===== config.mk =====
export PLATFORM = sky130hd
export DESIGN_NAME = clock_enable_sequencer
export DESIGN_NICKNAME = d
export VERILOG_FILES = /design/src/rtl/clock_enable_sequencer.sv
export SDC_FILE = /design/constraint.sdc
export NUM_CORES = 1
export LEC_CHECK = 0
export ABC_AREA = 1
export CAP_MARGIN = 20
export CORE_MARGIN = 2
export CORE_UTILIZATION = 40
export CTS_CLUSTER_SIZE = 8
export DETAILED_ROUTE_END_ITERATION = 12
export GPL_TIMING_DRIVEN = 0
export PLACE_DENSITY = 0.68
export SLEW_MARGIN = 20
export SYNTH_ARGS = -nofsm -noshare
export SYNTH_HDL_FRONTEND = slang
export SYNTH_SLANG_ARGS = --single-unit

===== constraint.sdc =====
create_clock -name clock -period 1.7 [get_ports clock]
set_input_delay 0.255 -clock clock [delete_from_list [all_inputs] [get_ports clock]]
set_output_delay 0.255 -clock clock [all_outputs]
set_load 0.01 [all_outputs]

===== src/rtl/clock_enable_sequencer.sv =====
// -----------------------------------------------------------------------------
// clock_enable_sequencer
//
// Single-clock enable generator and reset sequencer for the FPGA top level.
// It produces CHANNELS phase-aligned, run-time programmable clock-enable
// strobes, so the design needs no divided clocks. It also holds the
// downstream system reset until PLL lock has been stable for LOCK_CYCLES
// cycles, and then for a further RESET_HOLD cycles.
//
// Ports:
//   clock      in   only clock (PLL output)
//   reset      in   asynchronous active-low reset
//   locked     in   PLL lock, asynchronous to clock (synchronised internally)
//   divisor    in   CHANNELS*DIV_WIDTH; channel i at [i*DIV_WIDTH +: DIV_WIDTH]
//   load       in   one-cycle pulse capturing divisor into the pending registers
//   enable     out  CHANNELS one-cycle enable strobes (registered)
//   sys_reset  out  active-high reset for downstream logic (registered)
//   ready      out  high while running normally (registered)
// -----------------------------------------------------------------------------
module clock_enable_sequencer #(
  parameter int CHANNELS    = 2,
  parameter int DIV_WIDTH   = 8,
  parameter int DEFAULT_DIV = 3,
  parameter int LOCK_CYCLES = 1024,
  parameter int RESET_HOLD  = 16
) (
  input  logic                          clock,
  input  logic                          reset,
  input  logic                          locked,
  input  logic [CHANNELS*DIV_WIDTH-1:0] divisor,
  input  logic                          load,
  output logic [CHANNELS-1:0]           enable,
  output logic                          sys_reset,
  output logic                          ready
);

  localparam int LOCK_W = $clog2(LOCK_CYCLES + 1);
  localparam int HOLD_W = $clog2(RESET_HOLD + 1);
  localparam logic [LOCK_W-1:0]    LOCK_LAST = LOCK_W'(LOCK_CYCLES - 1);
  localparam logic [HOLD_W-1:0]    HOLD_LAST = HOLD_W'(RESET_HOLD - 1);
  localparam logic [DIV_WIDTH-1:0] DIV_RST   = DIV_WIDTH'(DEFAULT_DIV);

  typedef enum logic [1:0] {
    WAIT_LOCK = 2'd0,
    STABLE    = 2'd1,
    HOLD      = 2'd2,
    RUN       = 2'd3
  } state_t;

  state_t              state_r;
  state_t              next_state_s;
  logic                sync1_r;
  logic                locked_s;
  logic [LOCK_W-1:0]   lock_cnt_r;
  logic [LOCK_W-1:0]   lock_cnt_next_s;
  logic [HOLD_W-1:0]   hold_cnt_r;
  logic [HOLD_W-1:0]   hold_cnt_next_s;
  logic                running_s;
  logic                running_next_s;
  logic [CHANNELS-1:0] en_next_s;

  // Two-flop synchroniser bringing the PLL lock into the clock domain.
  always_ff @(posedge clock or negedge reset) begin
    if (!reset) begin
      sync1_r  <= 1'b0;
      locked_s <= 1'b0;
    end else begin
      sync1_r  <= locked;
      locked_s <= sync1_r;
    end
  end

  // Sequencer next-state logic; any lock loss after WAIT_LOCK restarts it.
  always_comb begin
    next_state_s    = state_r;
    lock_cnt_next_s = lock_cnt_r;
    hold_cnt_next_s = hold_cnt_r;
    case (state_r)
      WAIT_LOCK: begin
        lock_cnt_next_s = '0;
        if (locked_s) begin
          next_state_s = STABLE;
        end else begin
          next_state_s = WAIT_LOCK;
        end
      end
      STABLE: begin
        if (!locked_s) begin
          next_state_s    = WAIT_LOCK;
          lock_cnt_next_s = '0;
        end else if (lock_cnt_r == LOCK_LAST) begin
          next_state_s    = HOLD;
          lock_cnt_next_s = '0;
          hold_cnt_next_s = '0;
        end else begin
          lock_cnt_next_s = lock_cnt_r + LOCK_W'(1);
        end
      end
      HOLD: begin
        if (!locked_s) begin
          next_state_s    = WAIT_LOCK;
          hold_cnt_next_s = '0;
        end else if (hold_cnt_r == HOLD_LAST) begin
          next_state_s    = RUN;
          hold_cnt_next_s = '0;
        end else begin
          hold_cnt_next_s = hold_cnt_r + HOLD_W'(1);
        end
      end
      RUN: begin
        if (!locked_s) begin
          next_state_s = WAIT_LOCK;
        end else begin
          next_state_s = RUN;
        end
      end
      default: begin
        next_state_s    = WAIT_LOCK;
        lock_cnt_next_s = '0;
        hold_cnt_next_s = '0;
      end
    endcase
  end

  assign running_s      = (state_r == HOLD) || (state_r == RUN);
  assign running_next_s = (next_state_s == HOLD) || (next_state_s == RUN);

  // Per-channel divisor registers and phase counter.
  for (genvar i = 0; i < CHANNELS; i++) begin : g_chan
    logic [DIV_WIDTH-1:0] pend_r;
    logic [DIV_WIDTH-1:0] div_r;
    logic [DIV_WIDTH-1:0] cnt_r;
    logic [DIV_WIDTH-1:0] div_in_s;
    logic [DIV_WIDTH-1:0] pend_next_s;
    logic [DIV_WIDTH-1:0] div_next_s;
    logic [DIV_WIDTH-1:0] cnt_next_s;
    logic                 wrap_s;

    assign div_in_s = divisor[i*DIV_WIDTH +: DIV_WIDTH];
    // The counter is at its terminal value exactly in this channel's strobe cycle.
    assign wrap_s   = (cnt_r == div_r);

    // Divisor hand-over and counter stepping; divisors only change at a wrap
    // while running, so no period is ever truncated or stretched.
    always_comb begin
      pend_next_s = pend_r;
      div_next_s  = div_r;
      cnt_next_s  = '0;
      if (load) begin
        pend_next_s = div_in_s;
      end else begin
        pend_next_s = pend_r;
      end
      if (running_s) begin
        if (wrap_s) begin
          // A load coinciding with the wrap takes effect at this wrap.
          if (load) begin
            div_next_s = div_in_s;
          end else begin
            div_next_s = pend_r;
          end
        end else begin
          div_next_s = div_r;
        end
      end else begin
        div_next_s = pend_r;
      end
      if (running_s && running_next_s) begin
        if (wrap_s) begin
          cnt_next_s = '0;
        end else begin
          cnt_next_s = cnt_r + DIV_WIDTH'(1);
        end
      end else begin
        cnt_next_s = '0;
      end
    end

    // Strobe is registered: it is high for the cycle whose count equals the divisor.
    assign en_next_s[i] = running_next_s && (cnt_next_s == div_next_s);

    // Channel register bank.
    always_ff @(posedge clock or negedge reset) begin
      if (!reset) begin
        pend_r <= DIV_RST;
        div_r  <= DIV_RST;
        cnt_r  <= '0;
      end else begin
        pend_r <= pend_next_s;
        div_r  <= div_next_s;
        cnt_r  <= cnt_next_s;
      end
    end
  end

  // State, sequencing counters and registered outputs.
  always_ff @(posedge clock or negedge reset) begin
    if (!reset) begin
      state_r    <= WAIT_LOCK;
      lock_cnt_r <= '0;
      hold_cnt_r <= '0;
      enable     <= '0;
      sys_reset  <= 1'b1;
      ready      <= 1'b0;
    end else begin
      state_r    <= next_state_s;
      lock_cnt_r <= lock_cnt_next_s;
      hold_cnt_r <= hold_cnt_next_s;
      enable     <= en_next_s;
      sys_reset  <= (next_state_s != RUN);
      ready      <= (next_state_s == RUN);
    end
  end

endmodule


; Yosys cells after proc, flatten, opt, wreduce, memory -nomap -nowiden
; Index checks and enable logic that the tools add are counted.
[totals]
out_inout_bits = 4
wordCells = 66
regBits = 72
[op_classes]
n_eq_ne = 14
add_sub_neg = 4
reduce_logical = 9
mux = 25
[ops]
columns = op, count
row1 = two-way mux 8 bit, 10
row2 = equality test 8 bit, 4
row3 = two-way mux 11 bit, 2
row4 = one-hot mux 11 bit (2 select lines), 1
row5 = two-way mux 5 bit, 4
row6 = "adder 8 x 1 -> 8 bit, second input constant", 2
row7 = "adder 11 x 1 -> 11 bit, second input constant", 1
row8 = "equality test 11 x 10 -> 1 bit, second input constant", 1
row9 = two-way mux 2 bit, 5
row10 = one-hot mux 5 bit (2 select lines), 1
row11 = "equality test 2 bit, second input constant", 4
row12 = one-hot mux 2 bit (4 select lines), 1
row13 = "!= test 2 bit, second input constant", 3
row14 = "adder 5 x 1 -> 5 bit, second input constant", 1
row15 = "equality test 5 x 4 -> 1 bit, second input constant", 1
row16 = nonzero test 2 bit, 2
row17 = logical AND 1 bit, 3
row18 = AND reduction 3 bit, 1
row19 = "equality test 2 x 1 -> 1 bit, second input constant", 1
row20 = logical NOT 2 bit, 1
row21 = logical OR 1 bit, 2
row22 = two-way mux 1 bit, 1

; Logic depth before layout (Yosys ltp)
[depth]
depth_word = 10
depth_mapped = 15

; Least setup slack after synthesis
; No wires, ideal clock.
[synth_timing]
path_kind = register -> register
startpoint = register g_chan[1].div_r[0]
endpoint = register enable[1]
required_time_ps = 1629
synth_period_minus_slack_ps = 1631
stages_incl_launch_ff = 13
path_buffers = 1
slack_ps = 69
t_arrival_ps = 1560
cell_sequence = dfstp_2 -> xnor2_1 -> nand2_1 -> nor2_2 -> nand2_4 -> buf_6 -> nand2_1 -> nand3_1 -> nand3_1 -> nand3_1 -> nor2_1 -> nand2_1 -> nor2_1
[synth_via]
elab_chain_cells = 5
[synth_lines]
columns = item, line
row1 = start: declaration, 131  ; logic [DIV_WIDTH-1:0] div_r;
row2 = start signal: assignment, 190  ; div_r <= div_next_s;
row3 = equality test 8 bit, 141  ; assign wrap_s = (cnt_r == div_r);
row4 = "two-way mux 8 bit, on equally long branches", "169, 155"
row5 = "two-way mux 8 bit, on equally long branches", "168, 154"
row6 = equality test 8 bit *, 180  ; assign en_next_s[i] = running_next_s && (cnt_next_s == div_next_s);
row7 = logical AND 1 bit *, 180
row8 = via en_next_s[1], 60  ; logic [CHANNELS-1:0] en_next_s;
row9 = end signal: assignment, 209  ; enable <= en_next_s;
row10 = end: declaration, 32  ; output logic [CHANNELS-1:0] enable,
; Mark *: on every way through the listed nets, which the timed path passes. The rest lies on a longest branch.
; A chain may end at the register's enable or synchronous reset.

; Worst setup path in the final report
[layout_timing]
startpoint = register g_chan[1].div_r[1]
endpoint = register enable[1]
; The elaborated chain is that of the path after synthesis.

==> impl_metrics.py <==
metrics = {
    "run_status": {
        "outcome": "finished, violations left",
        "violations": "setup timing",
    },
    "logic_synthesis": {
        "synthDistinctLibCells": 38,
        "synth.top_cells.by_area": "sky130_fd_sc_hd__dfrtp_1, sky130_fd_sc_hd__nand2_1, sky130_fd_sc_hd__nand3_1, sky130_fd_sc_hd__inv_1, sky130_fd_sc_hd__dfstp_2",
        "synth_area_per_cell_um2": 7.61,
        "synth_area_um2": 4120,
        "synth-warning-count": 0,
        "asyncSetResetFlopFracSynth_pct": 100,
        "post-synth-top-count-cell": "sky130_fd_sc_hd__nand2_1",
        "fraction_of_the_mapped_netlist_area_in_adder_cells_pct": 1.21,
        "multiplexer_fraction_of_the_synthesized_cell_area_pct": 1.97,
        "synth_top_cell_by_area": "sky130_fd_sc_hd__dfrtp_1",
        "postSynthCellCount": 542,
        "synthDominantCellAreaShare_pct": 38.2,
        "netlist_top_cells_count": "sky130_fd_sc_hd__nand2_1, sky130_fd_sc_hd__inv_1, sky130_fd_sc_hd__nand3_1, sky130_fd_sc_hd__dfrtp_1, sky130_fd_sc_hd__nor2_1",
        "synth_compound_gate_area_share_pct": 4.16,
        "synth_simple_gate_area_share_pct": 34.2,
        "mappedNetlistNets": 566,
        "seq_area_frac_synth_pct": 44.0,
        "synthXorXnorAreaFrac_pct": 4.46,
        "yosys_register_bits": 72,
        "synth-edff-count": 0,
        "synth_top_family_by_area": "simple AND/OR/NAND/NOR gates",
        "synth-main-ff-cell": "sky130_fd_sc_hd__dfrtp_1",
    },
    "place": {
        "buffer_ports.inserted": 22,
        "place_area_um2": 4540,
        "gp_congestion": 0.853,
        "dp_hpwl_um": 6870,
    },
    "detailed_routing": {
        "drt_iter0_markers": 174,
        "drt.antenna.violating_nets": 0,
        "post_drt_wl_per_cell_um": 13.7,
        "vias_per_cell": 4.98,
        "drt_drc_violations_left": 0,
        "totalWireLength_um": 10200,
        "drt-pass1-iter-count": 5,
        "via_count": 3688,
    },
    "critical_path": {
        "crit_path_max_incr_delay_ns": 0.55,
        "worst-path-buf-inv": 1,
        "worst_ep_required_time_ns": 1.98,
        "max_fanout_on_critical_path": 6,
        "timing.reg2reg.setup_slack_ns": -0.18,
        "critical-path-top-delay-family": "simple AND/OR/NAND/NOR gates",
        "slowest_stage": "sky130_fd_sc_hd__dfstp_2",
        "worstPathCellList": "nand2_1, nand2_1, nand2_2, nor2_4, nand2_4, buf_16, nand2_1, nand3_1, nand3_1, nand3_2, nor2_1, nand2_1, nor2_1",
        "arrival_ns": 2.17,
        "endpoint_kind": "flip-flop",
        "startpoint_type": "flip-flop",
        "critical_path_class": "reg -> reg",
        "critical-path-top-cell-by-count": "sky130_fd_sc_hd__nand2_1",
    },
    "sta": {
        "tightest_slew_ns": 0.509,
        "max_slew_margin_pct": 66.1,
        "final-hold-violation-count": 0,
        "fin_ws_ns": -0.183,
        "worst_clock_skew_ns": 0.00921,
        "report.final.setup_viol": 2,
        "timing.final.crit_period_ns": 1.88,
        "timing.fmax_mhz": 531,
        "setup_repair_after_global_routing_missed_its_margin": "true",
        "layout_worst_path_cycle_share_pct": 111,
        "pins_over_their_slew_limit": 0,
    },
    "grt": {
        "grt_start_max_net_pins": 44,
        "globalRouteTotalUtil_pct": 19.2,
        "global_route.overflow_total": 0,
        "grt_antenna_before_repair": 0,
        "global_route_wire_length_before_repair_um": 16800,
        "first_global_vias": 3636,
    },
    "clock_network": {
        "ctsLongestPathBuffers": 2,
        "clock-root-buffer": "sky130_fd_sc_hd__clkbuf_8",
        "cts_num_sinks": 72,
        "cts_buffers": 9,
        "cts_tree": "built",
        "clock_insertion_delay_worst_skew_ns": 0.34,
        "clk_transition_reported_paths_ns": 0.08,
        "htree_levels": 3,
    },
    "pwr": {
        "power_frac_seq_pct": 50.6,
        "report.power.total_mw": 3.69,
        "switching_share_pct": 26.0,
        "vdd_ir_drop_max_mv": 0.337,
        "share_clk_of_total_power_pct": 36.0,
        "power.leakage_nw": 2.56,
        "p_per_area_nw_per_um2": 713,
        "combinationalPowerShare_pct": 13.4,
        "power.internal_mw": 2.73,
        "power.switching_mw": 0.959,
    },
    "die": {
        "die_width_um": 106,
        "initial_cell_density_of_the_core_pct": 40.5,
        "floorplan.core_area_um2": 10200,
        "die_height_um": 106,
        "die_area_um2": 11100,
        "boundaryPins": 24,
        "placementRows": 37,
    },
    "layout": {
        "syn2layout_area_growth_pct": 25.5,
        "fillers": 970,
        "postLayoutCellArea_um2": 5180,
        "insertedDiodeCount": 0,
        "post-route-util_pct": 50.8,
        "layout.nets": 624,
        "drive_above_1_share_pct": 24.2,
    },
    "min_path": {
        "worstHoldPathType": "in -> reg",
    },
    "job": {
        "max-cap-violations": 0,
    },
}
[cells by family after synthesis]
group                    Yosys count
AO/OA/AOI/OAI                     30
XOR/XNOR                          21
adder cells (fa/ha/maj)            4
buffers and inverters            101
flip-flops                        72
multiplexers                       8
AND/OR/NAND/NOR                  306
[layout make-up]
class                   instances  area (um^2)  area share (%)
multi-input cells             369         2100            40.5
flip-flops and latches         72         1820            35.1
repair buffers                 47          475            9.18
inverters                      88          333            6.43
well taps                     136          170            3.29
clock buffers                  11          141            2.73
plain buffers                  13         98.8            1.91
clock inverters                 4         45.0           0.870
[worst reg2reg max path: stages, from the launching register on]
cell and delay [ns]:
sky130_fd_sc_hd__dfstp_2 0.55, sky130_fd_sc_hd__nand2_1 0.06, sky130_fd_sc_hd__nand2_1 0.10, sky130_fd_sc_hd__nand2_2 0.08, sky130_fd_sc_hd__nor2_4 0.13, sky130_fd_sc_hd__nand2_4 0.11
sky130_fd_sc_hd__buf_16 0.16, sky130_fd_sc_hd__nand2_1 0.06, sky130_fd_sc_hd__nand3_1 0.10, sky130_fd_sc_hd__nand3_1 0.13, sky130_fd_sc_hd__nand3_2 0.09, sky130_fd_sc_hd__nor2_1 0.10
sky130_fd_sc_hd__nand2_1 0.06, sky130_fd_sc_hd__nor2_1 0.09
[power by group through the flow]
stage	Clock, mW	Sequential (mW)	Combinational, mW
2_1_floorplan	0	1.88	0.270
3_3_place_gp	0	1.90	0.397
5_1_grt	1.44	1.88	0.553
4_1_cts	1.38	1.87	0.463
3_5_place_dp	0	1.90	0.413
6_report	1.33	1.87	0.495
[worst paths after layout]
check | from | endpoint | depth (start not counted)
worst max-delay path | g_chan[1].div_r[1]$_DFF_PN1_ | enable[1]$_DFF_PN0_ | 13
worst min-delay path | load | g_chan[0].pend_r[2]$_DFF_PN0_ | 3
worst max register to register | g_chan[1].div_r[1]$_DFF_PN1_ | enable[1]$_DFF_PN0_ | 13
worst min register to register | sync1_r$_DFF_PN0_ | locked_s$_DFF_PN0_ | 0
max in group asynchronous | reset | sys_reset$_DFF_PN1_ | 3
min in group asynchronous | reset | g_chan[1].cnt_r[1]$_DFF_PN0_ | 2
[through the flow]
step,TNS (ns),setup WS (ns),instances,hold slack (ns)
after floorplan,0,0.0690,542,-0.0406
after global routing,-1.13,-0.318,740,0.333
after CTS,-0.433,-0.143,735,0.305
final,-0.314,-0.183,740,0.334
after detailed placement,-1.14,-0.235,701,0.218
after global placement,-149.43,-2.18,700,0.336
[sequential cells by signal (all words and copies together) (netlist names)]
| register | cells |
|---|---|
| g_chan.div_r | 16 |
| ready | 1 |
| hold_cnt_r | 5 |
| g_chan.pend_r | 16 |
| sys_reset | 1 |
| enable | 2 |
| lock_cnt_r | 11 |
| sync1_r | 1 |
| locked_s | 1 |
| g_chan.cnt_r | 16 |
| state_r | 2 |
[repair_timing]
item	in CTS	in global routing
gates resized for setup	34	33
hold endpoints to repair	27	0
setup buffers	17	5
hold buffers	1	0
pin swaps	22	10
endpoints found under the setup margin	11	19
gates cloned	1	0
[cell usage in the layout, fill, tap and decap left out, types with 4 or more instances in the layout]
cell / n
sky130_fd_sc_hd__nand2_1: 139
sky130_fd_sc_hd__inv_1: 77
sky130_fd_sc_hd__dfrtp_1: 60
sky130_fd_sc_hd__nand3_1: 56
sky130_fd_sc_hd__nor2_1: 31
sky130_fd_sc_hd__clkdlybuf4s50_1: 21
sky130_fd_sc_hd__nand3_2: 19
sky130_fd_sc_hd__buf_4: 18
sky130_fd_sc_hd__nand2_2: 17
sky130_fd_sc_hd__o21ai_0: 17
sky130_fd_sc_hd__inv_2: 10
sky130_fd_sc_hd__clkbuf_8: 10
sky130_fd_sc_hd__xnor2_1: 9
sky130_fd_sc_hd__dfstp_2: 9
sky130_fd_sc_hd__nor2_2: 8
sky130_fd_sc_hd__buf_6: 8
sky130_fd_sc_hd__xor2_1: 8
sky130_fd_sc_hd__mux2i_1: 7
sky130_fd_sc_hd__nor2_4: 7
sky130_fd_sc_hd__or2_2: 6
sky130_fd_sc_hd__nor3_1: 5
sky130_fd_sc_hd__nand2_4: 5
sky130_fd_sc_hd__buf_2: 5
sky130_fd_sc_hd__nand4_1: 5
sky130_fd_sc_hd__nand3b_1: 4
[per-layer routing]
layer | part of all wire [%] | track usage, %
met1 | 43 | 24.5
met2 | 47 | 30.2
met3 | 6.6 | 4.89
met4 | 3.2 | 9.40
met5 | 0 | 0
Power figures use the tool's default switching activity.
